--- src/rtl/sb_param_cfg_chain_if.sv ---
`default_nettype none
// +----------------------------------------------------------------------------+
// | sb_param_cfg_chain_if : config-chain and routing-track bundle for the       |
// | parametrised switch block.                              Rev 1.0            |
// +----------------------------------------------------------------------------+
interface sb_param_cfg_chain_if #(
  parameter int CHAN_W = 9
);
  logic              ccff_head;
  logic              ccff_en;
  logic              cfg_commit;
  logic              cfg_rb;
  logic [CHAN_W-1:0] chany_bottom_in;
  logic [CHAN_W-1:0] chanx_left_in;
  logic [CHAN_W-1:0] bottom_grid_pin;
  logic [CHAN_W-1:0] left_grid_pin;
  logic [CHAN_W-1:0] chany_bottom_out;
  logic [CHAN_W-1:0] chanx_left_out;
  logic              ccff_tail;
  logic              cfg_full;
  logic              cfg_done;
  logic              cfg_err;

  modport master (
    output ccff_head, ccff_en, cfg_commit, cfg_rb,
    output chany_bottom_in, chanx_left_in, bottom_grid_pin, left_grid_pin,
    input  chany_bottom_out, chanx_left_out,
    input  ccff_tail, cfg_full, cfg_done, cfg_err
  );

  modport slave (
    input  ccff_head, ccff_en, cfg_commit, cfg_rb,
    input  chany_bottom_in, chanx_left_in, bottom_grid_pin, left_grid_pin,
    output chany_bottom_out, chanx_left_out,
    output ccff_tail, cfg_full, cfg_done, cfg_err
  );
endinterface
`default_nettype wire

--- src/rtl/sb_param_cfg_chain.sv ---
`default_nettype none
// +----------------------------------------------------------------------------+
// | sb_param_cfg_chain : switch block with a double-buffered serial config      |
// | chain. Optional macro SB_CFG_READBACK_EN adds active-frame readback.        |
// |                                                         Rev 1.0            |
// +----------------------------------------------------------------------------+
module sb_param_cfg_chain #(
  parameter int CHAN_W   = 9,
  parameter int MUX_SIZE = 2
) (
  input  wire logic           prog_clk,
  input  wire logic           pReset,
  sb_param_cfg_chain_if.slave bus
);
  localparam int NMUX    = 2 * CHAN_W;
  localparam int SEL_W   = (MUX_SIZE <= 2) ? 1 : $clog2(MUX_SIZE);
  localparam int CHAIN_L = NMUX * SEL_W;
  localparam int CNT_W   = $clog2(CHAIN_L + 1);
  localparam logic [CNT_W-1:0] c_L_CNT = CNT_W'(CHAIN_L);

  logic [CHAIN_L-1:0] r_shadow;
  logic [CHAIN_L-1:0] r_active;
  logic [CNT_W-1:0]   r_count;
  logic               r_done;
  logic               r_err;
  logic               w_full;

  assign w_full        = (r_count == c_L_CNT);
  assign bus.ccff_tail = r_shadow[CHAIN_L-1];
  assign bus.cfg_full  = w_full;
  assign bus.cfg_done  = r_done;
  assign bus.cfg_err   = r_err;

`ifndef SB_CFG_READBACK_EN
  logic w_unused_rb;
  assign w_unused_rb = bus.cfg_rb;
`endif

  always_ff @(posedge prog_clk or posedge pReset) begin
    if (pReset) begin
      r_shadow <= '0;
      r_active <= '0;
      r_count  <= '0;
      r_done   <= 1'b0;
      r_err    <= 1'b0;
    end else begin
      r_done <= 1'b0;
      // Shifting always wins; a concurrent commit is a protocol error.
      if (bus.ccff_en) begin
        r_shadow <= {r_shadow[CHAIN_L-2:0], bus.ccff_head};
        if (!w_full) r_count <= r_count + CNT_W'(1);
        if (bus.cfg_commit) r_err <= 1'b1;
      end else if (bus.cfg_commit) begin
        if (w_full) begin
          r_active <= r_shadow;
          r_count  <= '0;
          r_done   <= 1'b1;
          r_err    <= 1'b0;
        end else begin
          r_err <= 1'b1;
        end
      end
`ifdef SB_CFG_READBACK_EN
      else if (bus.cfg_rb) begin
        r_shadow <= r_active;
        r_count  <= c_L_CNT;
      end
      if (bus.cfg_rb && (bus.ccff_en || bus.cfg_commit)) r_err <= 1'b1;
`endif
    end
  end

  // Bottom muxes: input k>=1 taps the left channel rotated forward by k.
  for (genvar i = 0; i < CHAN_W; i++) begin : g_bot
    logic [SEL_W-1:0]    w_sel;
    logic [MUX_SIZE-1:0] w_in;
    assign w_sel   = r_active[(NMUX-1-i)*SEL_W +: SEL_W];
    assign w_in[0] = bus.bottom_grid_pin[i];
    for (genvar k = 1; k < MUX_SIZE; k++) begin : g_in
      assign w_in[k] = bus.chanx_left_in[(i + k) % CHAN_W];
    end
    assign bus.chany_bottom_out[i] = (int'(w_sel) < MUX_SIZE) ? w_in[w_sel] : 1'b0;
  end

  // Left muxes: input k>=1 taps the bottom channel rotated backward by k.
  for (genvar j = 0; j < CHAN_W; j++) begin : g_left
    logic [SEL_W-1:0]    w_sel;
    logic [MUX_SIZE-1:0] w_in;
    assign w_sel   = r_active[(NMUX-1-(CHAN_W+j))*SEL_W +: SEL_W];
    assign w_in[0] = bus.left_grid_pin[j];
    for (genvar k = 1; k < MUX_SIZE; k++) begin : g_in
      assign w_in[k] = bus.chany_bottom_in[(j + CHAN_W*16 - k) % CHAN_W];
    end
    assign bus.chanx_left_out[j] = (int'(w_sel) < MUX_SIZE) ? w_in[w_sel] : 1'b0;
  end
endmodule
`default_nettype wire
--- src/flat_wrapper.sv ---
// flat-port wrapper written by rule: the top's interface ports become plain ports
module sb_param_cfg_chain_flat 
#(
  parameter int CHAN_W   = 9,
  parameter int MUX_SIZE = 2
)
  (prog_clk, pReset, bus_ccff_head, bus_ccff_en, bus_cfg_commit, bus_cfg_rb, bus_chany_bottom_in, bus_chanx_left_in, bus_bottom_grid_pin, bus_left_grid_pin, bus_chany_bottom_out, bus_chanx_left_out, bus_ccff_tail, bus_cfg_full, bus_cfg_done, bus_cfg_err);
  sb_param_cfg_chain_if #(.CHAN_W(CHAN_W)) bus_i ();
  input  wire logic prog_clk;
  input  wire logic pReset;
  input wire logic [$bits(bus_i.ccff_head)-1:0] bus_ccff_head;
  input wire logic [$bits(bus_i.ccff_en)-1:0] bus_ccff_en;
  input wire logic [$bits(bus_i.cfg_commit)-1:0] bus_cfg_commit;
  input wire logic [$bits(bus_i.cfg_rb)-1:0] bus_cfg_rb;
  input wire logic [$bits(bus_i.chany_bottom_in)-1:0] bus_chany_bottom_in;
  input wire logic [$bits(bus_i.chanx_left_in)-1:0] bus_chanx_left_in;
  input wire logic [$bits(bus_i.bottom_grid_pin)-1:0] bus_bottom_grid_pin;
  input wire logic [$bits(bus_i.left_grid_pin)-1:0] bus_left_grid_pin;
  output wire logic [$bits(bus_i.chany_bottom_out)-1:0] bus_chany_bottom_out;
  output wire logic [$bits(bus_i.chanx_left_out)-1:0] bus_chanx_left_out;
  output wire logic [$bits(bus_i.ccff_tail)-1:0] bus_ccff_tail;
  output wire logic [$bits(bus_i.cfg_full)-1:0] bus_cfg_full;
  output wire logic [$bits(bus_i.cfg_done)-1:0] bus_cfg_done;
  output wire logic [$bits(bus_i.cfg_err)-1:0] bus_cfg_err;
  assign bus_i.ccff_head = bus_ccff_head;
  assign bus_i.ccff_en = bus_ccff_en;
  assign bus_i.cfg_commit = bus_cfg_commit;
  assign bus_i.cfg_rb = bus_cfg_rb;
  assign bus_i.chany_bottom_in = bus_chany_bottom_in;
  assign bus_i.chanx_left_in = bus_chanx_left_in;
  assign bus_i.bottom_grid_pin = bus_bottom_grid_pin;
  assign bus_i.left_grid_pin = bus_left_grid_pin;
  assign bus_chany_bottom_out = bus_i.chany_bottom_out;
  assign bus_chanx_left_out = bus_i.chanx_left_out;
  assign bus_ccff_tail = bus_i.ccff_tail;
  assign bus_cfg_full = bus_i.cfg_full;
  assign bus_cfg_done = bus_i.cfg_done;
  assign bus_cfg_err = bus_i.cfg_err;
  sb_param_cfg_chain #(.CHAN_W(CHAN_W), .MUX_SIZE(MUX_SIZE)) u_core (.prog_clk(prog_clk), .pReset(pReset), .bus(bus_i));
endmodule
--- config.mk ---
export PLATFORM = sky130hd
export DESIGN_NAME = sb_param_cfg_chain_flat
export DESIGN_NICKNAME = d
export VERILOG_FILES = /design/src/rtl/sb_param_cfg_chain_if.sv /design/src/rtl/sb_param_cfg_chain.sv /design/src/flat_wrapper.sv
export SDC_FILE = /design/constraint.sdc
export NUM_CORES = 1
export LEC_CHECK = 0
export CAP_MARGIN = 20
export CORE_UTILIZATION = 45
export CTS_CLUSTER_SIZE = 8
export DETAILED_ROUTE_END_ITERATION = 10
export PLACE_DENSITY = 0.84
export SLEW_MARGIN = 0
export SYNTH_ARGS = -nofsm -noshare
export SYNTH_HDL_FRONTEND = slang
export SYNTH_SLANG_ARGS = --single-unit
--- constraint.sdc ---
create_clock -name prog_clk -period 2.3 [get_ports prog_clk]
set_input_delay 0.575 -clock prog_clk [delete_from_list [all_inputs] [get_ports prog_clk]]
set_output_delay 0.575 -clock prog_clk [all_outputs]
set_load 0.1 [all_outputs]
==> flow_summary.yaml, run 1 <==
layout:
  fillCellCount: 276
  final_cell_area_um2: 2910
  final_nets: 243
  area_delta_synth_final_pct: 50.4
  n_antenna_cell: 0
  multi_input_area_um2: 820
  drive_gt1_frac: 0.442
  regArea_um2: 1080
power:
  powerDensity_nw_per_um2: 1140
  leakagePower_nw: 1.33
  p_sw_frac: 0.392
  p_clk_frac: 0.176
  finalPower_mw: 3.32
  p_sw_mw: 1.30
  intPower_mw: 2.02
  pwr-share-comb: 0.452
  max-vdd-ir-drop_uv: 567
  p_seq_frac: 0.373
detailed_routing:
  first_pass_iters: 2
  viasPerCell: 5.10
  postRouteAntennaNets: 0
  drc_errors: 0
  drtIter0Drc: 47
  drt-total-wl_mm: 3.67
  wl_per_cell_um: 14.8
  via_count: 1269
clocking:
  clock_sinks: 43
  cts_tree: "done"
  cts_max_level: 2
  postCtsSetupRepairBufs: 0
  clockBufferDepth: 2
  numCtsBuffers: 5
  post_cts_resized: 0
  clk_pin_slew_ns: 0.08
  clk_latency_ns: 0.30
  hold_buffers: 0
  cts-root-buf: "clkbuf_8"
sta:
  tns_ns: 0
  slew_headroom: 0.654
  finalHoldViolCount: 0
  grt_setup_unrepaired: "false"
  report.final.slew_viol_count: 0
  tightest_slew_ns: 0.520
  fin_crit_ns: 2.05
  setup_viol: 0
  finalClockSkew_ns: 0.0105
  fin_crit_sh: 0.893
  fmax_ghz: 0.487
worst_setup_path:
  critPathLaunchType: "input pin"
  crit_required_ns: 1.73
  cp.arrival_ns: 1.48
  crit_type: "input pin to output port"
  cp-end-kind: "output port"
  critPathMaxFanout: 1
flow_run:
  cap_viol_max_count: 0
global_routing:
  gr-total-overflow: 0
  grt_max_degree: 44
  grt_pass1_wl_mm: 6.01
  grt_antenna_before_repair: 0
  grtUsageTotal: 0.187
  grt_pass1_vias: 1298
floorplan:
  die-area_um2: 4560
  core_um2: 4060
  core.rowCount: 23
  die_w_um: 67.5
  ios: 64
  die_y_um: 67.5
  initial_utilization: 0.476
yosys:
  syn_avg_cell_area_um2: 14.9
  yosys.area_share.xor_xnor: 0
  synthesis.nets: 175
  synth_top_flop_cell: "dfrtp_1"
  synthArstFlopShare: 1.00
  synth_compound_area_frac: 0.0259
  synth_top_family_by_area: "multiplexers"
  synth-seq-cells: 43
  synthAdderAreaFrac: 0.0194
  synth-simple-area-share: 0.0466
  ys_types: 18
  synth_edf_count: 0
  synth-seq-area-share: 0.557
  synthesis.area_um2: 1930
  synth.area.mux_share: 0.332
  yosys_warnings: 0
  syn_inst: 130
placed_design:
  post_dp_cell_area_um2: 2800
  io_buffers: 62
  dp_hpwl_mm: 2.71
  globalplace.congestion: 0.741
worst_hold_path:
  hold_path_class: "flip-flop to flip-flop"
outcome:
  status: "finished clean"
## final timing paths
path	startpoint	end	slack, ns	depth (start not counted)
max in group asynchronous	pReset	u_core.bus.cfg_err$_DFFE_PP0P_	1.23	3
min in group asynchronous	pReset	u_core.r_active[10]$_DFFE_PP0P_	0.70	3
worst min register to register	u_core.r_active[14]$_DFFE_PP0P_	u_core.r_active[14]$_DFFE_PP0P_	0.53	1
worst max-delay path	bus_bottom_grid_pin[0]	bus_chany_bottom_out[0]	0.25	3
worst min-delay path	u_core.r_active[14]$_DFFE_PP0P_	u_core.r_active[14]$_DFFE_PP0P_	0.53	1
worst max register to register	u_core.r_count[0]$_DFFE_PP0P_	u_core.r_count[3]$_DFFE_PP0P_	0.45	6
## cell type report
class,instances,share of cell area
clock buffer,5,0.0237
clock inverter,3,0.0151
inverter,5,0.00645
multi-input combinational,79,0.282
sequential,43,0.370
tap,50,0.0215
timing repair buffer,64,0.281
## routing by layer
metal,GRT usage,vias up,share of wire
met1,0.224,621,0.41
met2,0.296,43,0.49
met4,0.0957,0,0.023
met5,0,-,0
li1,-,599,-
met3,0.0642,6,0.076
## logic make-up after synthesis
family / Yosys count
AO/OA/AOI/OAI: 8
adder cells (fa/ha/maj): 3
buffers and inverters: 8
flip-flops: 43
multiplexers: 54
AND/OR/NAND/NOR: 14
## cell usage in the layout (no fill, tap or decap), types with 2 or more instances in the layout
| cell type | netlist | layout |
|---|---|---|
| a21oi_1 | 2 | 2 |
| buf_12 | 0 | 19 |
| buf_4 | 0 | 5 |
| clkbuf_8 | 0 | 5 |
| clkdlybuf4s50_1 | 0 | 40 |
| dfrtp_1 | 43 | 43 |
| ha_1 | 3 | 3 |
| inv_1 | 5 | 5 |
| mux2_2 | 45 | 45 |
| mux2_4 | 9 | 9 |
| nand2_1 | 5 | 5 |
| nand3_1 | 4 | 4 |
| o21ai_0 | 3 | 3 |
| o311ai_0 | 2 | 2 |
## Yosys cell counts, types with 2 or more instances
library cell | instances | share of area
inv_1 | 5 | 0.0097
nand3_1 | 4 | 0.010
ha_1 | 3 | 0.019
o311ai_0 | 2 | 0.0091
nand2_1 | 5 | 0.0097
mux2_4 | 9 | 0.070
a21oi_1 | 2 | 0.0052
dfrtp_1 | 43 | 0.56
o21ai_0 | 3 | 0.0078
mux2_2 | 45 | 0.26
buf_1 | 2 | 0.0039
## stage by stage
step	instances	hold slack (ns)	worst slack [ns]	utilization
global route	249	0.540	0.222	0.717
detailed placement	241	0.509	0.199	0.689
CTS	249	0.528	0.242	0.717
finish	249	0.525	0.247	0.717
global placement	241	0.500	0.271	0.689
floorplan	130	0.488	0.353	-
## state kept, by name (all words and copies together), names as in the netlist
register and count:
u_core.r_active 18, u_core.bus.cfg_done 1, u_core.r_count 5, u_core.bus.cfg_err 1
u_core.r_shadow 18
## worst max-delay path: stages
cell	delay (ns)
clkdlybuf4s50_1	0.42
mux2_2	0.30
buf_12	0.17
## power groups by stage
| stage | combinational, mW | sequential, mW | clock, mW |
|---|---|---|---|
| floorplan | 0.963 | 1.26 | 0 |
| global placement | 1.48 | 1.23 | 0 |
| detailed placement | 1.51 | 1.25 | 0 |
| CTS | 1.52 | 1.23 | 0.601 |
| global route | 1.57 | 1.28 | 0.634 |
| finish | 1.50 | 1.24 | 0.585 |
No activity file was read; power rests on OpenSTA's default activity.
==> run 2, diff against run 1 <==
--- a/config.mk
+++ b/config.mk
@@ -6,7 +6,9 @@
 export NUM_CORES = 1
 export LEC_CHECK = 0
 export CAP_MARGIN = 20
+export CORE_ASPECT_RATIO = 0.8
 export CORE_UTILIZATION = 45
+export CTS_CLUSTER_DIAMETER = 120
 export CTS_CLUSTER_SIZE = 8
 export DETAILED_ROUTE_END_ITERATION = 10
 export PLACE_DENSITY = 0.84
==> run 2 against run 1 <==
Final area down 0.34%. Hold slack worse by 0.0019 ns. Cell count up 2.0%. Via count up 1.3%. Combinational power about the same. Largest power group unchanged.
==> flow_summary.yaml, run 2 (synthesis results as in run 1) <==
layout:
  area_delta_synth_final_pct: 49.9
  fillCellCount: 265
  layout_common_cells: "mux2_2, dfrtp_1, clkdlybuf4s50_1"
  n_antenna_cell: 0
  reg_top3: "u_core.r_active: 18 flops, u_core.r_shadow: 18 flops, u_core.r_count: 5 flops"
  finish.utilization: 0.733
  drive_gt1_frac: 0.442
  final_nets: 243
  multi_input_area_um2: 820
  fin_cells: 254
  regArea_um2: 1080
  layout_commonest_cell: "mux2_2"
flow_run:
  cap_viol_max_count: 0
worst_setup_path:
  cp-end-kind: "output port"
  critPathMaxFanout: 5
  critPathLaunchType: "flip-flop"
  crit_required_ns: 1.73
  r2r_slack_ns: 0.35
  cp.arrival_ns: 1.45
  crit_type: "flip-flop to output port"
clocking:
  clockBufferDepth: 2
  clk_latency_ns: 0.30
  post_cts_resized: 0
  clk_pin_slew_ns: 0.08
  cts-root-buf: "clkbuf_8"
  clock_sinks: 43
  cts_max_level: 2
  cts_tree: "done"
  postCtsSetupRepairBufs: 0
  hold_buffers: 0
  numCtsBuffers: 5
sta:
  fmax_ghz: 0.493
  grt_setup_unrepaired: "false"
  finalHoldViolCount: 0
  fin_crit_sh: 0.882
  slew_headroom: 0.508
  setup_viol: 0
  finalClockSkew_ns: 0.00526
  fin_crit_ns: 2.03
  tns_ns: 0
  report.final.slew_viol_count: 0
  tightest_slew_ns: 0.733
global_routing:
  grt_max_degree: 25
  gr-total-overflow: 0
  grt_pass1_vias: 1276
  grt_pass1_wl_mm: 6.11
  grtUsageTotal: 0.186
  grt_antenna_before_repair: 0
floorplan:
  ios: 64
  core.rowCount: 20
  die_y_um: 60.6
  initial_utilization: 0.489
  die_w_um: 75.3
  die-area_um2: 4560
  core_um2: 3950
placed_design:
  dp_hpwl_mm: 2.75
  globalplace.congestion: 0.681
  place_inst: 246
  io_buffers: 62
outcome:
  status: "finished clean"
detailed_routing:
  drt-total-wl_mm: 3.74
  wl_per_cell_um: 14.7
  drc_errors: 0
  postRouteAntennaNets: 0
  via_count: 1285
  first_pass_iters: 4
  viasPerCell: 5.06
  drtIter0Drc: 53
worst_hold_path:
  hold_path_class: "flip-flop to flip-flop"
power:
  powerDensity_nw_per_um2: 1110
  leakagePower_nw: 1.32
  max-vdd-ir-drop_uv: 675
[run 2: changes by cell type in the layout (fill, tap and decap cells not counted)]
cell,previous run,this run
clkinv_4,1,0
clkinv_2,1,3
buf_12,19,20
buf_4,5,4
inv_1,5,4
clkinv_1,0,1
bufinv_16,1,0
[run 2: power by group]
part	internal (mW)	total, mW	switching, mW
clock	0.208	0.467	0.259
combinational	0.675	1.51	0.835
sequential	1.02	1.23	0.205
total	1.91	3.21	1.30
[run 2: critical path: stages, from the launching register on]
cell and delay [ns]:
dfrtp_1 0.43, inv_1 0.09, ha_1 0.15, and4bb_4 0.30, buf_12 0.18
[run 2: area by class of cell]
cell class                      instances  area share
Clock inverter                          3     0.00518
Multi-Input combinational cell         79       0.283
Sequential cell                        43       0.371
Timing Repair Buffer                   64       0.287
Tap cell                               55      0.0237
Clock buffer                            5      0.0237
Inverter                                5     0.00648
[run 2: final timing paths]
path | depth (start not counted) | startpoint | to
hold / removal | 1 | u_core.r_active[12]$_DFFE_PP0P_ | u_core.r_active[12]$_DFFE_PP0P_
setup reg to reg | 6 | u_core.r_count[0]$_DFFE_PP0P_ | u_core.r_count[4]$_DFFE_PP0P_
max in group asynchronous | 3 | pReset | u_core.r_active[14]$_DFFE_PP0P_
hold reg to reg | 1 | u_core.r_active[12]$_DFFE_PP0P_ | u_core.r_active[12]$_DFFE_PP0P_
min in group asynchronous | 2 | pReset | u_core.r_active[9]$_DFFE_PP0P_
setup / recovery | 4 | u_core.r_count[0]$_DFFE_PP0P_ | bus_cfg_full
[run 2: metal layers]
metal	global-route usage	part of all wire
met1	0.234	0.43
met2	0.302	0.48
met3	0.0631	0.076
met4	0.0714	0.016
met5	0	0
[run 2: metrics by stage]
step / power [mW] / setup slack [ns] / hold WS [ns] / cell area [µm²]
2_1_floorplan: 2.22 / 0.353 / 0.488 / 1930
3_3_place_gp: 2.70 / 0.268 / 0.500 / 2810
3_5_place_dp: 2.76 / 0.0965 / 0.505 / 2810
4_1_cts: 3.23 / 0.254 / 0.524 / 2900
5_1_grt: 3.36 / 0.216 / 0.541 / 2900
6_report: 3.21 / 0.272 / 0.523 / 2900
==> run 3, diff against run 2 <==
--- a/config.mk
+++ b/config.mk
@@ -12,6 +12,7 @@
 export CTS_CLUSTER_SIZE = 8
 export DETAILED_ROUTE_END_ITERATION = 10
 export PLACE_DENSITY = 0.84
+export RECOVER_POWER = 100
 export SLEW_MARGIN = 0
 export SYNTH_ARGS = -nofsm -noshare
 export SYNTH_HDL_FRONTEND = slang
==> run 3 against run 2 <==
First-iteration DRC count is 32% higher. Combinational power is 18% lower. Global-route usage stayed put. Largest power group unchanged. Final area is 10% lower. Largest cell class unchanged.
==> flow_summary.yaml, run 3 (synthesis results as in run 1) <==
layout:
  drive_gt1_frac: 0.397
  finish.utilization: 0.659
  reg_top3: "u_core.r_active: 18 flops, u_core.r_shadow: 18 flops, u_core.r_count: 5 flops"
  n_antenna_cell: 0
  fillCellCount: 314
  regArea_um2: 1080
  layout_common_cells: "mux2_2, dfrtp_1, clkdlybuf4s50_1"
  area_delta_synth_final_pct: 34.8
  multi_input_area_um2: 778
  final_nets: 243
  final_cell_area_um2: 2610
  layout_commonest_cell: "mux2_2"
detailed_routing:
  via_count: 1274
  first_pass_iters: 4
  wl_per_cell_um: 14.8
  drtIter0Drc: 70
  drc_errors: 0
  drt-total-wl_mm: 3.76
  viasPerCell: 5.02
  postRouteAntennaNets: 0
worst_setup_path:
  critPathMaxFanout: 1
  slowest_delay_ns: 0.41
  crit_type: "input pin to output port"
  critPathLaunchType: "input pin"
  cp.arrival_ns: 1.53
  cp-end-kind: "output port"
  path_buf_inv: 2
  critPathTopFamily: "buffers and inverters"
  crit_required_ns: 1.73
  crit_chain: "clkdlybuf4s50_1 > mux2_2 > clkbuf_4"
  slowest_stage: "clkdlybuf4s50_1"
global_routing:
  grt_max_degree: 25
  grtUsageTotal: 0.186
  gr-total-overflow: 0
  grt_pass1_vias: 1276
  grt_antenna_before_repair: 0
  grt_pass1_wl_mm: 6.11
placed_design:
  globalplace.congestion: 0.681
  place_ws_ns: 0.0965
  io_buffers: 62
  post_dp_cell_area_um2: 2810
  dp_hpwl_mm: 2.75
clocking:
  clockBufferDepth: 2
  cts_tree: "done"
  clock_sinks: 43
  hold_buffers: 0
  postCtsSetupRepairBufs: 0
  numCtsBuffers: 5
  cts_max_level: 2
  clk_latency_ns: 0.30
  post_cts_resized: 0
  cts-root-buf: "clkbuf_8"
  clk_pin_slew_ns: 0.08
power:
  p_sw_frac: 0.428
  p_clk_frac: 0.159
  p_seq_frac: 0.418
  intPower_mw: 1.67
  p_sw_mw: 1.26
  leakagePower_nw: 1.19
  pwr-share-comb: 0.423
  max-vdd-ir-drop_uv: 639
  powerDensity_nw_per_um2: 1120
sta:
  tns_ns: 0
  fin_crit_ns: 2.10
  grt_setup_unrepaired: "false"
  tightest_slew_ns: 0.679
  setup_viol: 0
  report.final.slew_viol_count: 0
  finalClockSkew_ns: 0.00903
  fmax_ghz: 0.476
  finalHoldViolCount: 0
  slew_headroom: 0.545
  fin_crit_sh: 0.914
  setup_slack_ns: 0.199
  holdWs_ns: 0.514
floorplan:
  initial_utilization: 0.489
  die-area_um2: 4560
  core.rowCount: 20
  ios: 64
  die_w_um: 75.3
  die_y_um: 60.6
  core_um2: 3950
worst_hold_path:
  hold_path_class: "flip-flop to flip-flop"
flow_run:
  cap_viol_max_count: 0
outcome:
  status: "finished clean"
## run 3: worst paths after layout
path                                                 from                              end  slack [ns]  depth (start not counted)
max                                bus_chany_bottom_in[8]            bus_chanx_left_out[0]        0.20                          3
min                        u_core.r_shadow[5]$_DFFE_PP0P_   u_core.r_active[5]$_DFFE_PP0P_        0.51                          1
max reg2reg                 u_core.r_count[0]$_DFFE_PP0P_   u_core.r_active[8]$_DFFE_PP0P_        0.30                          5
min reg2reg                u_core.r_shadow[5]$_DFFE_PP0P_   u_core.r_active[5]$_DFFE_PP0P_        0.51                          1
max in group asynchronous                          pReset  u_core.r_active[12]$_DFFE_PP0P_        0.63                          3
min in group asynchronous                          pReset   u_core.r_shadow[0]$_DFFE_PP0P_        0.73                          2
## run 3: routing by layer
| layer | up-vias | global-route usage | wire length, µm |
|---|---|---|---|
| met3 | 5 | 0.0631 | 284 |
| li1 | 600 | - | - |
| met5 | - | 0 | 0 |
| met4 | 0 | 0.0714 | 58 |
| met2 | 46 | 0.302 | 1780 |
| met1 | 623 | 0.234 | 1640 |
## run 3: power groups by stage
stage	Combinational [mW]	Clock (mW)	Sequential, mW
after floorplan	0.963	0	1.26
after global placement	1.48	0	1.22
after detailed placement	1.52	0	1.24
after CTS	1.52	0.480	1.23
after global routing	1.30	0.508	1.27
final	1.24	0.466	1.23
## run 3: metrics by stage
stage | total power, mW | instances
after global routing | 3.08 | 254
final | 2.93 | 254
after floorplan | 2.22 | 130
after global placement | 2.70 | 246
after CTS | 3.23 | 254
after detailed placement | 2.76 | 246
## run 3: final cells by class
| type | instances | area share |
|---|---|---|
| inverter | 5 | 0.00720 |
| multi-input combinational | 79 | 0.299 |
| sequential | 43 | 0.413 |
| timing repair buffer | 64 | 0.223 |
| clock inverter | 3 | 0.00576 |
| tap | 55 | 0.0264 |
| clock buffer | 5 | 0.0264 |
